### config.mk
export PLATFORM = sky130hd
export DESIGN_NAME = regfile_wb_arbiter
export DESIGN_NICKNAME = d
export VERILOG_FILES = /design/src/rtl/regfile_wb_arbiter.sv
export SDC_FILE = /design/constraint.sdc
export NUM_CORES = 1
export LEC_CHECK = 0
export ABC_AREA = 1
export CAP_MARGIN = 20
export CORE_ASPECT_RATIO = 1.2
export CORE_MARGIN = 2
export CORE_UTILIZATION = 24
export DETAILED_ROUTE_END_ITERATION = 8
export MAX_ROUTING_LAYER = met4
export PLACE_DENSITY_LB_ADDON = 0.12
export RECOVER_POWER = 100
export SETUP_SLACK_MARGIN = 0.1
export SKIP_CTS_REPAIR_TIMING = 1
export SYNTH_ARGS = -nofsm -noshare
export SYNTH_HDL_FRONTEND = slang
export SYNTH_SLANG_ARGS = --single-unit
### constraint.sdc
create_clock -name clk -period 3.34 [get_ports clk]
set_clock_uncertainty 0.15 [all_clocks]
set_input_delay 0.501 -clock clk [delete_from_list [all_inputs] [get_ports clk]]
set_output_delay 0.501 -clock clk [all_outputs]
set_load 0.02 [all_outputs]
### src/rtl/regfile_wb_arbiter.sv
// Write-port master for the 32x32 register file: merges main-pipe writebacks with
// buffered multi-cycle results and flags read-after-write hazards to decode.
module regfile_wb_arbiter #(
  parameter int DEPTH = 4,
  parameter int AW    = 2
) (
  input  logic          clk,
  input  logic          rst,
  input  logic          pipe_we,
  input  logic [4:0]    pipe_no,
  input  logic [31:0]   pipe_data,
  input  logic          mc_valid,
  output logic          mc_ready,
  input  logic [4:0]    mc_no,
  input  logic [31:0]   mc_data,
  output logic          reg_write,
  output logic [4:0]    reg_no_in,
  output logic [31:0]   reg_data_in,
  input  logic [4:0]    chk1_no,
  input  logic [4:0]    chk2_no,
  output logic          chk_pending,
  output logic [AW:0]   fifo_count
);

  logic [4:0]       entry_no   [DEPTH];
  logic [31:0]      entry_data [DEPTH];
  logic [DEPTH-1:0] entry_valid;
  logic [DEPTH-1:0] valid_next;
  logic [AW-1:0]    rd_ptr;
  logic [AW-1:0]    wr_ptr;
  logic [AW:0]      count;
  logic             pipe_issue;
  logic             transfer;
  logic             push;
  logic             pop;
  logic [DEPTH-1:0] hit1;
  logic [DEPTH-1:0] hit2;

  assign fifo_count = count;
  assign mc_ready   = !rst && (count < (AW+1)'(DEPTH));
  assign pipe_issue = pipe_we && (pipe_no != '0);
  assign transfer   = mc_valid && mc_ready;
  // r0 results and results overtaken by a same-cycle pipe write to the same register are dropped
  assign push       = transfer && (mc_no != '0) && !(pipe_we && (pipe_no == mc_no));
  assign pop        = !pipe_issue && (count != '0);

  always_comb begin
    valid_next = entry_valid;
    for (int i = 0; i < DEPTH; i++) begin
      if (pipe_issue && (entry_no[i] == pipe_no)) begin
        valid_next[i] = 1'b0;
      end
    end
    if (pop) begin
      valid_next[rd_ptr] = 1'b0;
    end
    if (push) begin
      valid_next[wr_ptr] = 1'b1;
    end
  end

  always_ff @(posedge clk or posedge rst) begin
    if (rst) begin
      rd_ptr      <= '0;
      wr_ptr      <= '0;
      count       <= '0;
      entry_valid <= '0;
      reg_write   <= 1'b0;
      reg_no_in   <= '0;
      reg_data_in <= '0;
    end else begin
      entry_valid <= valid_next;
      if (push) begin
        wr_ptr <= wr_ptr + AW'(1);
      end
      if (pop) begin
        rd_ptr <= rd_ptr + AW'(1);
      end
      if (push && !pop) begin
        count <= count + (AW+1)'(1);
      end else if (pop && !push) begin
        count <= count - (AW+1)'(1);
      end
      if (pipe_issue) begin
        reg_write   <= 1'b1;
        reg_no_in   <= pipe_no;
        reg_data_in <= pipe_data;
      end else if (pop) begin
        // a killed head still pops, but as a bubble
        reg_write   <= entry_valid[rd_ptr];
        reg_no_in   <= entry_no[rd_ptr];
        reg_data_in <= entry_data[rd_ptr];
      end else begin
        reg_write <= 1'b0;
      end
    end
  end

  always_ff @(posedge clk) begin
    if (push) begin
      entry_no[wr_ptr]   <= mc_no;
      entry_data[wr_ptr] <= mc_data;
    end
  end

  for (genvar gi = 0; gi < DEPTH; gi++) begin : g_hit
    assign hit1[gi] = entry_valid[gi] && (entry_no[gi] == chk1_no);
    assign hit2[gi] = entry_valid[gi] && (entry_no[gi] == chk2_no);
  end

  assign chk_pending = ((chk1_no != '0) && ((reg_write && (reg_no_in == chk1_no)) || (|hit1))) ||
                       ((chk2_no != '0) && ((reg_write && (reg_no_in == chk2_no)) || (|hit2)));

endmodule

==> results.ini <==
[run_status]
run_status = finished with violations
failed_checks = max-capacitance violations, max-slew violations

[final_layout]
fillCellCount = 3904
final_layout_size_suffix_gt1_frac = 0.0741
finish.net_count = 1151
area_grow_syn2layout_pct = 26.6

[power]
p_sw_uw = 3210
seq_power_share = 0.398
powerDensity_nw_per_um2 = 729
switching_share = 0.379
clockPowerShare = 0.247
cellInternalPower_uw = 5260
power.combinational.fraction = 0.355
static-leakage-power_uw = 0.00446
ir_worst_vdd_mv = 0.284

[worst_setup_path]
worstPathArrival_ns = 2.85
critical_path_peak_fanout = 31
biggest_cell_delay_along_the_critical_path_ns = 0.60
crit_chain = dlygate4sd3_1 -> clkbuf_1 -> o22ai_1 -> nor2_1 -> nand3_1 -> nand2_1 -> clkbuf_1 -> nor2_1 -> clkbuf_4
cp_data_required_time_ns = 3.26
startpoint_type = input port
critical_path.slowest_cell = sky130_fd_sc_hd__dlygate4sd3_1
worstSetupEndpointType = flop
worst_setup_path_class = input port to flop

[global_routing]
maximum_number_of_pins_on_one_net_before_global_route_repair = 77
grt_usage = 0.155
grt_most_used_layer = met2
use_met1 = 0.180
grt_pass1_vias = 7221
global_route.usage.met3 = 0.0228
global_route_wire_length_before_repair_um = 44200
use_met2 = 0.275
initial_antenna_violation_count = 4
grt.overflow.total = 0

[die]
dieHeight_um = 218
die_w_um = 182
initial_core_utilization = 0.243
coreArea_um2 = 37800
io-pin-count = 131
dieArea_um2 = 39800
row_count = 78

[route]
wire_per_inst_um = 18.9
firstDrtPassIters = 4
drt_iter0_drc = 403
postRouteAntennaNets = 0
avgViaCountPerCell = 4.46
drcViolationCount = 0
detailroute.via_count = 6915
finalWirelength_um = 29300

[yosys]
edff_count_synth = 148
post_synthesis_mean_instance_area_um2 = 9.96
synth_top_area_frac = 0.485
ys_async_sr_fraction = 0.249
synth.lib_cells_used.distinct = 34
synth.ff_latch_count = 197
ys.flop_type = sky130_fd_sc_hd__edfxtp_1
cell_type_contributing_the_most_total_cell_area_after_synthesis = sky130_fd_sc_hd__edfxtp_1
synth-seq-area-share = 0.619
synth.net_count = 1018
largest_cells_by_area_after_synthesis = sky130_fd_sc_hd__edfxtp_1 (48%), sky130_fd_sc_hd__dfrtp_1 (13%), sky130_fd_sc_hd__o21ai_0 (7.0%)
synthCells = 920
synth.cell_area_um2 = 9170
synth-warning-count = 0

[clocking]
clock_insertion_delay_worst_skew_ns = 0.44
cts_buffers = 17
maximum_clock_insertion_buffer_count = 2
clock_sink_count = 197
ctsRootBufferMaster = sky130_fd_sc_hd__clkbuf_16
clock_tree_from_tritoncts = built
h_tree_levels = 4
clk_transition_reported_paths_ns = 0.07

[place]
finalWeightedCongestion = 0.945
dpl.hpwl_um = 19900
port_buffers = 130

[worst_hold_path]
holdCritPathClass = flop to flop

[timing]
grt_setup_unrepaired = no
totalNegativeSetupSlack_ns = 0
finalSetupViolCount = 0
max_slew.worst_pin.slew_ns = 1.51
hold_viol = 0
finalWorstPathRequiredPeriod_ns = 2.94
final.period_utilization = 0.879
hold-worst-slack_ns = 0.337
finalMaxSlewViolations = 50
maxClockFrequency_ghz = 0.340
worst_slew_margin_rel = -0.00856

[job]
maxCapViolCount = 1

==> through the flow <==
stage	power [uW]	utilization	cell area [um2]	cells	setup slack [ns]
after floorplan	5230	-	9170	920	0.00353
after global placement	6690	0.295	11100	1514	0.127
after detailed placement	6700	0.295	11100	1514	0.148
after CTS	8820	0.310	11700	1546	0.143
after global routing	9040	0.307	11600	1549	0.234
final	8470	0.307	11600	1549	0.403
==> cell usage after synthesis, types with 2 or more instances <==
master / number
sky130_fd_sc_hd__nand2_1: 159
sky130_fd_sc_hd__o221ai_1: 4
sky130_fd_sc_hd__o21ai_0: 128
sky130_fd_sc_hd__o22ai_1: 10
sky130_fd_sc_hd__clkbuf_1: 14
sky130_fd_sc_hd__o21bai_1: 2
sky130_fd_sc_hd__ha_1: 9
sky130_fd_sc_hd__buf_1: 2
sky130_fd_sc_hd__buf_2: 20
sky130_fd_sc_hd__inv_2: 5
sky130_fd_sc_hd__xnor2_1: 9
sky130_fd_sc_hd__buf_6: 2
sky130_fd_sc_hd__dfrtp_1: 49
sky130_fd_sc_hd__a21oi_2: 20
sky130_fd_sc_hd__inv_1: 53
sky130_fd_sc_hd__edfxtp_1: 148
sky130_fd_sc_hd__o21ai_1: 21
sky130_fd_sc_hd__a21oi_1: 19
sky130_fd_sc_hd__nand4_1: 10
sky130_fd_sc_hd__nand3_1: 28
sky130_fd_sc_hd__xor2_1: 20
sky130_fd_sc_hd__nor3_1: 2
sky130_fd_sc_hd__buf_4: 6
sky130_fd_sc_hd__nor2_1: 170
==> critical path: cells and delay by family <==
family          cells  cell delay (ns)
simple gates        4             0.42
compound gates      1             0.15
buf+inv             4             1.76
==> state kept, by name, summed over array words and instances, names as in the netlist <==
register / count
entry_valid: 4
reg_no_in: 5
fifo_count: 3
reg_write: 1
rd_ptr: 2
entry_no: 20
wr_ptr: 2
reg_data_in: 32
entry_data: 128
==> final cells by class <==
class	count	area, um2	area share
antenna	3	7.51	0.000647
clock buffer	18	429	0.0370
clock inverter	14	159	0.0137
inverter	59	226	0.0195
multi-input combinational	618	3000	0.258
sequential	197	5670	0.489
tap	480	601	0.0517
timing repair buffer	160	1510	0.130
==> cell usage in the layout, fill, tap and decap left out, types with 3 or more instances in the layout <==
cell / instances
sky130_fd_sc_hd__nor2_1: 169
sky130_fd_sc_hd__nand2_1: 159
sky130_fd_sc_hd__edfxtp_1: 148
sky130_fd_sc_hd__o21ai_0: 141
sky130_fd_sc_hd__dlygate4sd3_1: 82
sky130_fd_sc_hd__inv_1: 53
sky130_fd_sc_hd__dfrtp_1: 48
sky130_fd_sc_hd__clkdlybuf4s50_1: 43
sky130_fd_sc_hd__a21oi_1: 28
sky130_fd_sc_hd__nand3_1: 28
sky130_fd_sc_hd__xor2_1: 20
sky130_fd_sc_hd__clkbuf_16: 17
sky130_fd_sc_hd__buf_4: 15
sky130_fd_sc_hd__a21oi_2: 11
sky130_fd_sc_hd__nand4_1: 10
sky130_fd_sc_hd__o22ai_1: 10
sky130_fd_sc_hd__xnor2_1: 9
sky130_fd_sc_hd__ha_1: 9
sky130_fd_sc_hd__inv_6: 9
sky130_fd_sc_hd__clkbuf_2: 9
sky130_fd_sc_hd__o21ai_1: 8
sky130_fd_sc_hd__clkbuf_1: 5
sky130_fd_sc_hd__dlymetal6s2s_1: 5
sky130_fd_sc_hd__inv_2: 4
sky130_fd_sc_hd__o221ai_1: 4
sky130_fd_sc_hd__diode_2: 3
sky130_fd_sc_hd__nor2_4: 3
==> routing by layer <==
layer,vias to the layer above,part of all wire
li1,3388,-
met1,3371,0.42
met2,125,0.53
met3,31,0.027
met4,0,0.024
met5,-,0
==> power by group through the flow <==
stage               sequential [uW]  clock [uW]  combinational, uW
floorplan                      3620           0               1610
global placement               3440           0               3250
detailed placement             3440           0               3260
CTS                            3390        2150               3280
global route                   3430        2240               3370
finish                         3370        2090               3010
==> worst paths after layout <==
check,start,endpoint,slack [ns],depth (start not counted)
max in group asynchronous,rst,rd_ptr[0]$_DFFE_PP0P_,1.12,3
min reg2reg,reg_data_in[0]$_DFFE_PP0P_,reg_data_in[0]$_DFFE_PP0P_,0.34,2
max reg2reg,fifo_count[2]$_DFFE_PP0P_,entry_data[0][3]$_DFFE_PP_,0.66,7
min in group asynchronous,rst,reg_data_in[7]$_DFFE_PP0P_,0.89,3
min,reg_data_in[0]$_DFFE_PP0P_,reg_data_in[0]$_DFFE_PP0P_,0.34,2
max,mc_no[2],entry_data[0][3]$_DFFE_PP_,0.40,9
==> logic make-up after synthesis <==
logic type	share of synthesized area
fa+ha+maj	0.0145
mux	0.00123
buf+inv	0.0520
compound gates	0.124
flops	0.619
xor+xnor	0.0277
simple gates	0.162
Power figures use the tool's default switching activity.
